### src/rtl/dfoc_adc_reader_2ph.sv
// Phase-current reader for the 2-phase DFOC core.
// Runs one SPI frame of a dual-channel simultaneous ADC per start pulse.
module dfoc_adc_reader_2ph #(
  parameter int CLK_DIV    = 4,
  parameter int FRAME_BITS = 16,
  parameter int LEAD_BITS  = 4,
  parameter int DATA_BITS  = 12,
  parameter int OUT_SHIFT  = 4,
  parameter int CS_SETUP   = 2,
  parameter int QUIET      = 4
) (
  input  logic        clk,
  input  logic        rst_n,
  input  logic        start,
  input  logic [15:0] off_a,
  input  logic [15:0] off_b,
  input  logic        sdata_a,
  input  logic        sdata_b,
  input  logic        ovr_clr,
  output logic        cs_n,
  output logic        sclk,
  output logic [15:0] ia,
  output logic [15:0] ib,
  output logic        rdy,
  output logic        busy,
  output logic        overrun
);

  localparam int CW = 16;
  localparam int BW = $clog2(FRAME_BITS + 1);

  typedef enum logic [2:0] {
    S_IDLE,
    S_SETUP,
    S_SHIFT,
    S_CONV,
    S_QUIET
  } state_t;

  state_t                 state_q, state_d;
  logic [CW-1:0]          hc_q, hc_d;
  logic [BW-1:0]          bidx_q, bidx_d;
  logic                   cs_n_d, sclk_d;
  logic                   smp;
  logic                   keep;
  logic [DATA_BITS-1:0]   sh_a_q, sh_b_q;

  // Offset-binary to two's complement, scale, subtract offset, saturate.
  // Bits 17..15 all equal means the 18-bit result fits in 16 bits.
  function automatic logic [15:0] scale(
    input logic [DATA_BITS-1:0] raw,
    input logic [15:0]          off
  );
    logic [17:0] s, o, v;
    s = {{(18-DATA_BITS+1){~raw[DATA_BITS-1]}},
         raw[DATA_BITS-2:0]};
    o = {{2{off[15]}}, off};
    v = (s << OUT_SHIFT) - o;
    if (!v[17] && (v[16:15] != 2'b00))
      scale = 16'h7FFF;
    else if (v[17] && (v[16:15] != 2'b11))
      scale = 16'h8000;
    else
      scale = v[15:0];
  endfunction

  assign keep = (bidx_q >= BW'(LEAD_BITS)) &&
                (bidx_q <  BW'(LEAD_BITS + DATA_BITS));

  // Next-state logic and next values of the serial-bus pins.
  always_comb begin
    state_d = state_q;
    hc_d    = hc_q;
    bidx_d  = bidx_q;
    cs_n_d  = cs_n;
    sclk_d  = sclk;
    smp     = 1'b0;
    unique case (state_q)
      S_IDLE: begin
        if (start) begin
          state_d = S_SETUP;
          hc_d    = '0;
          cs_n_d  = 1'b0;
        end
      end
      S_SETUP: begin
        if (hc_q == CW'(CS_SETUP - 1)) begin
          state_d = S_SHIFT;
          hc_d    = '0;
          bidx_d  = '0;
          sclk_d  = 1'b0;
        end else begin
          hc_d = hc_q + CW'(1);
        end
      end
      S_SHIFT: begin
        if (hc_q == CW'(CLK_DIV - 1)) begin
          hc_d = '0;
          if (!sclk) begin
            sclk_d = 1'b1;
            smp    = 1'b1;
          end else if (bidx_q == BW'(FRAME_BITS - 1)) begin
            state_d = S_CONV;
            cs_n_d  = 1'b1;
          end else begin
            bidx_d = bidx_q + BW'(1);
            sclk_d = 1'b0;
          end
        end else begin
          hc_d = hc_q + CW'(1);
        end
      end
      S_CONV: begin
        state_d = S_QUIET;
        hc_d    = '0;
      end
      S_QUIET: begin
        if (hc_q == CW'(QUIET - 1))
          state_d = S_IDLE;
        else
          hc_d = hc_q + CW'(1);
      end
      default: state_d = S_IDLE;
    endcase
  end

  // Control state, bus pins and status flags.
  always_ff @(posedge clk or negedge rst_n) begin
    if (!rst_n) begin
      state_q <= S_IDLE;
      hc_q    <= '0;
      bidx_q  <= '0;
      cs_n    <= 1'b1;
      sclk    <= 1'b1;
      rdy     <= 1'b0;
      busy    <= 1'b0;
      overrun <= 1'b0;
    end else begin
      state_q <= state_d;
      hc_q    <= hc_d;
      bidx_q  <= bidx_d;
      cs_n    <= cs_n_d;
      sclk    <= sclk_d;
      rdy     <= (state_d == S_CONV);
      busy    <= (state_d != S_IDLE);
      if (start && (state_q != S_IDLE))
        overrun <= 1'b1;
      else if (ovr_clr)
        overrun <= 1'b0;
    end
  end

  // Sample capture and result registers; results and offsets
  // are taken on the edge that enters CONV.
  always_ff @(posedge clk or negedge rst_n) begin
    if (!rst_n) begin
      sh_a_q <= '0;
      sh_b_q <= '0;
      ia     <= '0;
      ib     <= '0;
    end else begin
      if (smp && keep) begin
        sh_a_q <= {sh_a_q[DATA_BITS-2:0], sdata_a};
        sh_b_q <= {sh_b_q[DATA_BITS-2:0], sdata_b};
      end
      if (state_d == S_CONV) begin
        ia <= scale(sh_a_q, off_a);
        ib <= scale(sh_b_q, off_b);
      end
    end
  end

endmodule
### config.mk
export PLATFORM = sky130hd
export DESIGN_NAME = dfoc_adc_reader_2ph
export DESIGN_NICKNAME = d
export VERILOG_FILES = /design/src/rtl/dfoc_adc_reader_2ph.sv
export SDC_FILE = /design/constraint.sdc
export NUM_CORES = 1
export LEC_CHECK = 0
export BUFFER_PORTS_ARGS = -buffer_cell sky130_fd_sc_hd__buf_2
export CORE_MARGIN = 2
export CORE_UTILIZATION = 30
export DETAILED_ROUTE_END_ITERATION = 7
export SYNTH_ARGS = -nofsm -noshare
export SYNTH_HDL_FRONTEND = slang
export SYNTH_SLANG_ARGS = --single-unit
### constraint.sdc
create_clock -name clk -period 2.6 [get_ports clk]
set_input_delay 0.26 -clock clk [delete_from_list [all_inputs] [get_ports clk]]
set_output_delay 0.26 -clock clk [all_outputs]
set_load 0.01 [all_outputs]
[Word-level counts from Yosys, hierarchy flattened]
Cells that the tools add are included.
Word-level totals
  word-level logic and storage cells: 95
  memories: 0
  memory bits (writable): 0
  latch bits: 0
  output and inout port bits: 37
  input port bits: 38
  bits in read-only memories: 0
  register bits after elaboration: 85
Operators by class
  equality and inequality tests: 17
  add/sub/neg operators: 4
  shifts and indexed selects: 0
  order comparisons: 2
  multipliers: 0
  divide/modulo/power cells: 0
  reduce and logical (&&, ||, !) cells: 22
  bitwise operators: 2
  multiplexer cells: 36
Operators by type and width (number)
  $mux W16: 8
  $pmux W16 S5: 1
  $sub A16 B16 Y17: 2
  $mux W5: 4
  $mux W3: 6
  $ne A2 B2 Y1 const B: 9
  $add A16 B1 Y16 const B: 1
  $eq A16 B1 Y1 const B: 1
  $eq A16 B2 Y1 const B: 1
  $pmux W3 S5: 1
  $mux W1: 13
  $pmux W5 S2: 1
  $reduce_and A5 Y1: 2
  $reduce_bool A2 Y1: 5
  $eq A3 B2 Y1 const B: 3
  $logic_and A1 B1 Y1: 7
  $reduce_and A3 Y1: 2
  $reduce_bool A3 Y1: 2
  $add A5 B1 Y5 const B: 1
  $eq A5 B4 Y1 const B: 1
  $ge A5 B3 Y1 const B: 1
  $lt A5 B5 Y1 const B: 1
  $reduce_bool A5 Y1: 1
  $pmux W1 S2: 2
  5 further kinds: 7

[Longest topological paths before layout]
Gate-level depths: netlist of the first run.
  depth in word-level cells: 6
  mapped depth: 12
  mapped depth without buffers: 10

[Least setup slack after synthesis of the first run]
Ideal clock, no wire load.
  kind: reg2reg
  start: register sh_b_q[0]
  end: register ib[7]
  library setup time: 0.121 ns
  period minus slack after synthesis: 2.849 ns
  path buffers: 1
  arrival time: 2.728 ns
  slack: -0.249 ns
  data required time: 2.479 ns
  cell stages (with the launch flop): 11
  cell sequence: dfrtp_1 ha_1 or3b_1 or4_4 a21oi_4 nor4_1 or4_4 buf_6 nor2_4 nor2_2 a22o_1
On the way
  cells in the longest elaborated chain, start to end: 5
  elaborated cells between the ends (all ways): 8
  those cells by class: add/sub (1); eq/ne (1); mux (2); reduce/logical (4)
RTL lines
  start, declared: line 46  | logic [DATA_BITS-1:0] sh_a_q, sh_b_q;
  start signal, assigned: line 164  | sh_b_q <= {sh_b_q[DATA_BITS-2:0], sdata_b};
  $sub A16 B16 Y17 *: line 58  | v = (s << OUT_SHIFT) - o;
  $ne A2 B2 Y1: line 61  | else if (v[17] && (v[16:15] != 2'b11))
  $logic_and A1 B1 Y1: line 61
  $mux W16: line 61
  $mux W16 *: line 59  | if (!v[17] && (v[16:15] != 2'b00))
  end signal, assigned: line 168  | ib <= scale(sh_b_q, off_b);
  end, declared: line 23  | output logic [15:0] ib,
Every way passes the cells marked *; elsewhere a longest branch is shown, timed or not.
A chain may end at the register's enable or synchronous reset.

[Final worst setup path of the first run]
  start: register sh_b_q[0]
  end: register ib[4]
The elaborated chain is that of the path after synthesis.

==> flow_summary.yaml, run 1 <==
outcome:
  outcome: "finished, violations left"
  failed_checks: "negative setup slack"
yosys:
  async_flop_share_pct: 100
  syn_nets: 659
  ys_seq_elements: 85
  synthCells: 590
  synth.cell_area_um2: 5250
  synth_area_per_cell_um2: 8.90
  yosysWarningCount: 0
  ys_seq_area_share_pct: 40.5
  synth_top_flop_cell: "dfrtp_1"
  synth-edff-count: 0
  yosysUniqueCellTypes: 54
die:
  die_x_um: 136
  start_util_pct: 30.5
  dieArea_um2: 18600
  die_h_um: 136
  placementRows: 48
  coreArea_um2: 17200
  ios: 75
global_routing:
  antenna_found_initial: 0
  first_global_vias: 4472
  gr-total-overflow: 0
  grt_use_total_pct: 15.2
  grt_first_pass_wirelength_um: 22100
  grt_start_max_net_pins: 45
place:
  place_congestion: 0.850
  portBuffers: 74
  dp_hpwl_um: 9890
power_and_ir_drop:
  ir_drop_v: 0.000317
  power_density_nw_per_um2: 556
  leakage_nw: 3.21
  p_int_w: 0.00249
  swShare_pct: 33.0
  p_seq_share_pct: 39.5
  clock_power_share_pct: 33.5
  pwr-share-comb_pct: 27.1
  power_switching_w: 0.00123
worst_setup_path:
  worstSetupStartpointType: "flop"
  crit_type: "reg -> reg"
  path_buf_inv: 3
  critPathMaxStageDelay_ns: 0.44
  slowest_stage: "or4_4"
  cp_cell_sequence: "ha_4 > or3b_4 > or4_4 > a21oi_4 > buf_4 > buf_4 > and3_1 > or4_4 > buf_6 > nor2_2 > o31ai_2"
  cp_top_family: "simple AND/OR/NAND/NOR gates"
  critPathRequiredTime_ns: 2.85
  critical_path_peak_fanout: 8
  crit_path_end_kind: "flop"
  worstPathArrival_ns: 2.97
drt:
  wl_per_cell_um: 14.2
  antenna_left: 0
  drt-initial-drc-count: 238
  first_pass_iters: 4
  drc: 0
  routed_wl_um: 13300
  avgViaCountPerCell: 4.87
  num_vias: 4571
finish:
  drive_above_1_share_pct: 29.1
  finalNetCount: 778
  final_cell_mix: "dfrtp_1 (83), buf_2 (73), nand2_1 (61), o21ai_0 (55), buf_4 (48)"
  antennaDiodeCount: 0
  areaGrowthSynthToFinish_pct: 27.2
  final_common_cell: "dfrtp_1"
hold_path:
  hp-class: "in -> reg"
clocking:
  cts_buffers: 9
  cts.sinks: 85
  insertion_delay_ns: 0.35
  cts_tree: "done"
  path_clk_slew_ns: 0.06
  clockBufferDepth: 2
  cts_htree_levels: 3
  root_buffer: "clkbuf_16"
timing:
  timing.final.ws_setup_ns: -0.123
  worst_slew_pin_slew_ns: 0.614
  max_freq_mhz: 367
  final-max-slew-violation-count: 0
  period_needed_ns: 2.72
  setup-tns-final_ns: -1.31
  relSlewSlack_pct: 59.1
  rsz0062_at_grt: "true"
  final-hold-violation-count: 0
  setup_viol: 15
  worst_clock_skew_ns: 0.00671
  timing.hold.ws_ns: 0.0971
  post-route-period-util_pct: 105
run:
  maxCapViolations: 0
[cell families after synthesis]
logic type / Yosys count / synth area share [%]
fa+ha+maj: 34 / 7.96
flops: 85 / 40.5
compound gates: 167 / 18.9
xor+xnor: 26 / 4.34
simple gates: 184 / 17.0
mux: 31 / 6.57
buf+inv: 63 / 4.69
[power groups by stage]
stage,Clock (W),Combinational (W),Sequential (W)
2_1_floorplan,0,0.000609,0.00147
3_3_place_gp,0,0.000943,0.00149
3_5_place_dp,0,0.000945,0.00149
4_1_cts,0.00129,0.000966,0.00147
5_1_grt,0.00135,0.00114,0.00148
6_report,0.00124,0.00101,0.00147
[metrics by stage]
stage	power, W	instances	util [%]	cell area [µm²]	setup slack [ns]
2_1_floorplan	0.00208	590	-	5270	-0.195
3_3_place_gp	0.00243	915	35.9	6190	-0.234
3_5_place_dp	0.00244	915	35.9	6190	-0.278
4_1_cts	0.00373	935	38.0	6560	-0.204
5_1_grt	0.00397	939	38.8	6680	-0.191
6_report	0.00372	939	38.8	6680	-0.123
[worst register-to-register path, stage by stage, from the launching register on]
cell	delay, ns
dfrtp_1	0.40
ha_4	0.27
or3b_4	0.37
or4_4	0.44
a21oi_4	0.15
buf_4	0.12
buf_4	0.10
and3_1	0.15
or4_4	0.18
buf_6	0.15
nor2_2	0.05
o31ai_2	0.23
[Yosys cell counts, types with 3 or more instances]
master | n | share of area (%)
nand2_1 | 62 | 4.4
dfrtp_1 | 83 | 40
maj3_1 | 3 | 0.57
a211oi_1 | 3 | 0.43
inv_1 | 45 | 3.2
nor2b_1 | 9 | 1.1
o211ai_1 | 5 | 0.71
nor2_1 | 43 | 3.1
a21o_1 | 6 | 0.86
xnor2_1 | 20 | 3.3
nand4_1 | 4 | 0.48
nor4_1 | 6 | 0.71
o21ai_0 | 72 | 6.9
clkbuf_1 | 15 | 1.1
nor3_1 | 13 | 1.2
mux2_2 | 28 | 6.0
a22o_1 | 9 | 1.5
xor2_1 | 6 | 1.0
o31ai_1 | 7 | 1.0
o21a_1 | 6 | 0.86
nand3_1 | 13 | 1.2
ha_1 | 31 | 7.4
nand2b_1 | 6 | 0.71
or2_2 | 4 | 0.48
and4_1 | 3 | 0.50
and3_1 | 7 | 0.83
a21oi_1 | 43 | 4.1
mux2i_1 | 3 | 0.57
[state kept, by name, indices dropped and copies added, names as in the netlist, 3 cells and up]
register and cells:
hc_q 16, ia 16, ib 16, sh_b_q 12, sh_a_q 12, state_q 3, bidx_q 5
[timing repair]
item / CTS / global route
endpoints found under the hold margin: 43 / 0
setup endpoints to repair: 22 / 31
hold buffers: 1 / 0
gates cloned: 1 / 0
pin swaps: 6 / 10
gates resized for setup: 28 / 22
setup buffers: 2 / 4
[metal layers]
metal / track usage, % / routed length [µm]
met5: 0 / 0
met4: 6.31 / 283
met3: 3.13 / 531
met2: 24.3 / 6050
met1: 19.8 / 6460
[layout make-up]
type	instances	area (µm²)
Tap cell	225	282
Sequential cell	85	2130
Fill cell	1777	10600
Timing Repair Buffer	126	790
Multi-Input combinational cell	442	3030
Clock inverter	3	20.0
Clock buffer	13	260
Inverter	45	169
[path summary, 6_finish.rpt]
path | startpoint | end | slack [ns] | cells after the start
worst max-delay path | sh_b_q[0]$_DFFE_PN0P_ | ib[4]$_DFFE_PN0N_ | -0.12 | 11
worst max register to register | sh_b_q[0]$_DFFE_PN0P_ | ib[4]$_DFFE_PN0N_ | -0.12 | 11
worst min-delay path | ovr_clr | overrun$_DFFE_PN0P_ | 0.1 | 2
min in group asynchronous | rst_n | sh_b_q[1]$_DFFE_PN0P_ | 0.47 | 2
worst min register to register | ib[10]$_DFFE_PN0N_ | ib[10]$_DFFE_PN0N_ | 0.48 | 2
max in group asynchronous | rst_n | sclk$_DFFE_PN1P_ | 1.43 | 3
Power figures use the tool's default switching activity.
==> run 2: changes to the inputs <==
Settings changed: BUFFER_PORTS_ARGS -buffer_cell sky130_fd_sc_hd__buf_2 to -buffer_cell sky130_fd_sc_hd__buf_4.
==> flow_summary.yaml, run 2 (synthesized netlist as in run 1, its figures left out) <==
global_routing:
  first_global_vias: 4442
  antenna_found_initial: 0
  grt_start_max_net_pins: 85
  gr-total-overflow: 0
  grt_first_pass_wirelength_um: 22100
  grt_use_total_pct: 15.2
timing:
  max_freq_mhz: 367
  setup_viol: 15
  final-max-slew-violation-count: 0
  final-hold-violation-count: 0
  period_needed_ns: 2.72
  timing.final.ws_setup_ns: -0.121
  rsz0062_at_grt: "true"
  relSlewSlack_pct: 67.2
  post-route-period-util_pct: 105
  worst_slew_pin_slew_ns: 0.492
  worst_clock_skew_ns: 0.00807
place:
  dp.cells: 913
  dp_hpwl_um: 9580
  portBuffers: 74
  dpl_cell_area_um2: 6370
  place_congestion: 0.866
finish:
  final_common_cell: "buf_4"
  reg.largest.list: "hc_q: 16 flops, ia: 16 flops, ib: 16 flops"
  final_area_um2: 6830
  finalNetCount: 774
  drive_above_1_share_pct: 28.9
  areaGrowthSynthToFinish_pct: 30.1
  finalNonFillerCells: 934
  final_cell_mix: "buf_4 (115), dfrtp_1 (83), nand2_1 (60), o21ai_0 (57), inv_1 (45)"
  antennaDiodeCount: 0
die:
  dieArea_um2: 18600
  coreArea_um2: 17200
  start_util_pct: 30.5
  ios: 75
  placementRows: 48
  die_h_um: 136
  die_x_um: 136
clocking:
  insertion_delay_ns: 0.35
  cts_htree_levels: 3
  cts_tree: "done"
  clockBufferDepth: 2
  root_buffer: "clkbuf_16"
  cts_buffers: 9
  path_clk_slew_ns: 0.06
  cts.sinks: 85
worst_setup_path:
  critical_path_peak_fanout: 6
  cp_top_family: "simple AND/OR/NAND/NOR gates"
  worstPathArrival_ns: 2.96
  ff2ff_path_depth: 9
  crit_path_end_kind: "flop"
  timing.rr.start: "sh_b_q[0]$_DFFE_PN0P_"
  crit_type: "reg -> reg"
  r2r_end: "ib[1]$_DFFE_PN0N_"
  cp_cell_sequence: "ha_4 > or3b_4 > or4_4 > a21oi_4 > nor4_2 > or4_4 > nand2_2 > nand2b_1 > a22o_1"
  path_buf_inv: 0
  critPathMostFrequentCell: "or4_4"
  critPathMaxStageDelay_ns: 0.51
  reg2reg_slack_ns: -0.12
  worstSetupStartpointType: "flop"
  slowest_stage: "or4_4"
  critPathRequiredTime_ns: 2.84
power_and_ir_drop:
  power_density_nw_per_um2: 547
  ir_drop_v: 0.000325
  leakage_nw: 3.27
  design_power_total_w: 0.00374
outcome:
  outcome: "finished, violations left"
  failed_checks: "negative setup slack"
drt:
  antenna_left: 0
  first_pass_iters: 4
  num_vias: 4549
  avgViaCountPerCell: 4.87
  drt-initial-drc-count: 232
  drc: 0
  wl_per_cell_um: 14.3
  routed_wl_um: 13400
hold_path:
  hp-class: "in -> reg"
  worstHoldEndpoint: "cs_n$_DFFE_PN1P_"
  hold_start: "start"
  hold_path_depth: 2
run:
  maxCapViolations: 0
run 2: cell type report:
type / count / area (µm²)
Clock buffer: 11 / 233
Clock inverter: 4 / 26.3
Fill cell: 1756 / 10400
Inverter: 45 / 169
Multi-Input combinational cell: 442 / 3030
Sequential cell: 85 / 2130
Tap cell: 225 / 282
Timing Repair Buffer: 122 / 958
run 2: worst max-delay path by stage:
stage	start	end	slack, ns	depth (start not counted)
floorplan	sh_b_q[0]$_DFFE_PN0P_	ib[0]$_DFFE_PN0N_	-0.19	10
global placement	sh_b_q[0]$_DFFE_PN0P_	ib[6]$_DFFE_PN0N_	-0.22	9
detailed placement	sh_b_q[0]$_DFFE_PN0P_	ib[5]$_DFFE_PN0N_	-0.26	9
CTS	sh_b_q[0]$_DFFE_PN0P_	ib[1]$_DFFE_PN0N_	-0.19	9
global route	sh_b_q[0]$_DFFE_PN0P_	ib[12]$_DFFE_PN0N_	-0.21	9
finish	sh_b_q[0]$_DFFE_PN0P_	ib[1]$_DFFE_PN0N_	-0.12	9
run 2: what timing repair did:
action / 4_1_cts / 5_1_grt
resized for setup: 33 / 18
hold endpoints to repair: 83 / 0
hold buffers: 1 / 0
gates cloned: 2 / 0
pin swaps: 5 / 12
buffers inserted: 0 / 3
setup endpoints to repair: 15 / 34
run 2: metrics by stage:
stage / hold WS [ns] / TNS [ns] / worst slack, ns / util [%]
global placement: 0.0567 / -3.10 / -0.218 / 37.0
global route: 0.0721 / -2.69 / -0.206 / 39.6
CTS: 0.0583 / -2.68 / -0.191 / 39.0
finish: 0.0710 / -1.54 / -0.121 / 39.6
detailed placement: 0.0556 / -3.44 / -0.259 / 37.0
floorplan: -0.0356 / -2.03 / -0.195 / -
run 2: where the power goes:
| part | internal (W) | switching (W) |
|---|---|---|
| registers | 0.00139 | 0.0000763 |
| logic | 0.000474 | 0.000616 |
| clock network | 0.000641 | 0.000540 |
run 2: layer usage:
metal  share of wire (%)  wire length [µm]  vias up  global-route usage, %
met5                   0                 0        -                      0
met4                 1.1               144        0                   5.38
met3                 3.8               510       14                   3.73
met2                  48              6360       79                   24.9
met1                  48              6370     2150                   19.4
li1                    -                 -     2306                      -
==> run 3: changes to the inputs <==
Settings changed: CORE_UTILIZATION 30 to 41.
==> flow_summary.yaml, run 3 (synthesized netlist as in run 1, its figures left out) <==
die:
  coreArea_um2: 12600
  start_util_pct: 41.8
  dieArea_um2: 13700
  placementRows: 41
  die_x_um: 117
  ios: 75
  die_h_um: 117
timing:
  worst_slew_pin_slew_ns: 0.482
  relSlewSlack_pct: 67.8
  final-max-slew-violation-count: 0
  final-hold-violation-count: 0
  timing.final.ws_setup_ns: -0.152
  setup_viol: 15
  period_needed_ns: 2.75
  rsz0062_at_grt: "true"
  worst_clock_skew_ns: 0.00656
  setup-tns-final_ns: -2.02
  max_freq_mhz: 363
  post-route-period-util_pct: 106
clocking:
  root_buffer: "clkbuf_16"
  cts_htree_levels: 3
  path_clk_slew_ns: 0.07
  cts_buffers: 9
  clockBufferDepth: 2
  insertion_delay_ns: 0.35
  cts_tree: "done"
  cts.sinks: 85
worst_setup_path:
  critPathMaxStageDelay_ns: 0.52
  critPathRequiredTime_ns: 2.83
  slowest_stage: "or4_4"
  crit_type: "reg -> reg"
  worstSetupStartpointType: "flop"
  reg2reg_slack_ns: -0.15
  critical_path_peak_fanout: 6
  cp_cell_sequence: "ha_4 > or3b_4 > or4_4 > a21oi_4 > nor4_1 > or4_4 > nor2_4 > nor2_4 > a22o_1"
  worstPathArrival_ns: 2.98
  crit_path_end_kind: "flop"
drt:
  num_vias: 4612
  drt-initial-drc-count: 224
  avgViaCountPerCell: 5.24
  routed_wl_um: 12800
  wl_per_cell_um: 14.5
  antenna_left: 0
  drc: 0
  first_pass_iters: 4
place:
  dp.cells: 856
  portBuffers: 74
  place_congestion: 0.842
  dp_hpwl_um: 9430
  post-place-ws_ns: -0.295
global_routing:
  grt_start_max_net_pins: 52
  grt_first_pass_wirelength_um: 20800
  first_global_vias: 4474
  grt_use_total_pct: 19.2
  antenna_found_initial: 0
  gr-total-overflow: 0
power_and_ir_drop:
  power_density_nw_per_um2: 552
  design_power_total_w: 0.00372
  leakage_nw: 3.27
  ir_drop_v: 0.000404
finish:
  finalNonFillerCells: 880
  drive_above_1_share_pct: 29.0
  reg.largest.list: "hc_q: 16 flops, ia: 16 flops, ib: 16 flops"
  finalNetCount: 772
  antennaDiodeCount: 0
  areaGrowthSynthToFinish_pct: 28.2
  n_fill_cell: 1190
  post-route-util_pct: 53.6
  final_common_cell: "buf_4"
  final_cell_mix: "buf_4 (114), dfrtp_1 (83), nand2_1 (60), o21ai_0 (58), inv_1 (45)"
outcome:
  failed_checks: "negative setup slack"
  outcome: "finished, violations left"
run:
  maxCapViolations: 0
hold_path:
  hp-class: "in -> reg"
run 3: critical path, delay by kind of cell, from the launching register on:
kind / cells / cell delay (ns)
AOI/OAI and AO/OA: 2 / 0.36
DFF: 1 / 0.42
adders and majority gates: 1 / 0.28
and+or+nand+nor: 6 / 1.59
run 3: worst paths after layout:
check | start | to | cells past startpoint
worst min register to register | ib[14]$_DFFE_PN0N_ | ib[14]$_DFFE_PN0N_ | 2
worst max register to register | sh_b_q[0]$_DFFE_PN0P_ | ib[12]$_DFFE_PN0N_ | 9
max in group asynchronous | rst_n | hc_q[4]$_DFFE_PN0P_ | 3
min in group asynchronous | rst_n | sh_b_q[11]$_DFFE_PN0P_ | 2
worst min-delay path | start | cs_n$_DFFE_PN1P_ | 2
worst max-delay path | sh_b_q[0]$_DFFE_PN0P_ | ib[12]$_DFFE_PN0N_ | 9
run 3: cell type report:
type | instances | area (µm²) | area share, %
clock buffer | 9 | 225 | 3.34
clock inverter | 7 | 50.0 | 0.743
inverter | 45 | 169 | 2.51
multi-input combinational | 442 | 3020 | 44.8
sequential | 85 | 2130 | 31.6
tap | 172 | 215 | 3.20
timing repair buffer | 120 | 931 | 13.8
run 3: power by group:
group / total [W] / switching (W) / internal (W)
Clock: 0.00121 / 0.000556 / 0.000652
Combinational: 0.00104 / 0.000602 / 0.000438
Sequential: 0.00147 / 0.0000796 / 0.00139
Total: 0.00372 / 0.00124 / 0.00248
run 3: through the flow:
step                      instance area (µm²)  hold WS, ns
after floorplan                          5270      -0.0356
after global placement                   6260        0.250
after detailed placement                 6260        0.255
after CTS                                6630       0.0472
after global routing                     6740       0.0749
final                                    6740       0.0568
run 3: repair_timing:
item | 4_1_cts | 5_1_grt
endpoints found under the setup margin | 25 | 38
hold endpoints to repair | 32 | 0
resized for setup | 29 | 23
hold buffers | 1 | 0
pin swaps | 6 | 8
setup buffers | 3 | 4
cloned | 1 | 0
run 3: metal layers:
layer,track usage [%],wire [µm],vias up
met1,24.4,5880,2199
li1,-,-,2309
met4,8.24,312,0
met5,0,0,-
met3,3.30,403,22
met2,32.3,6180,82
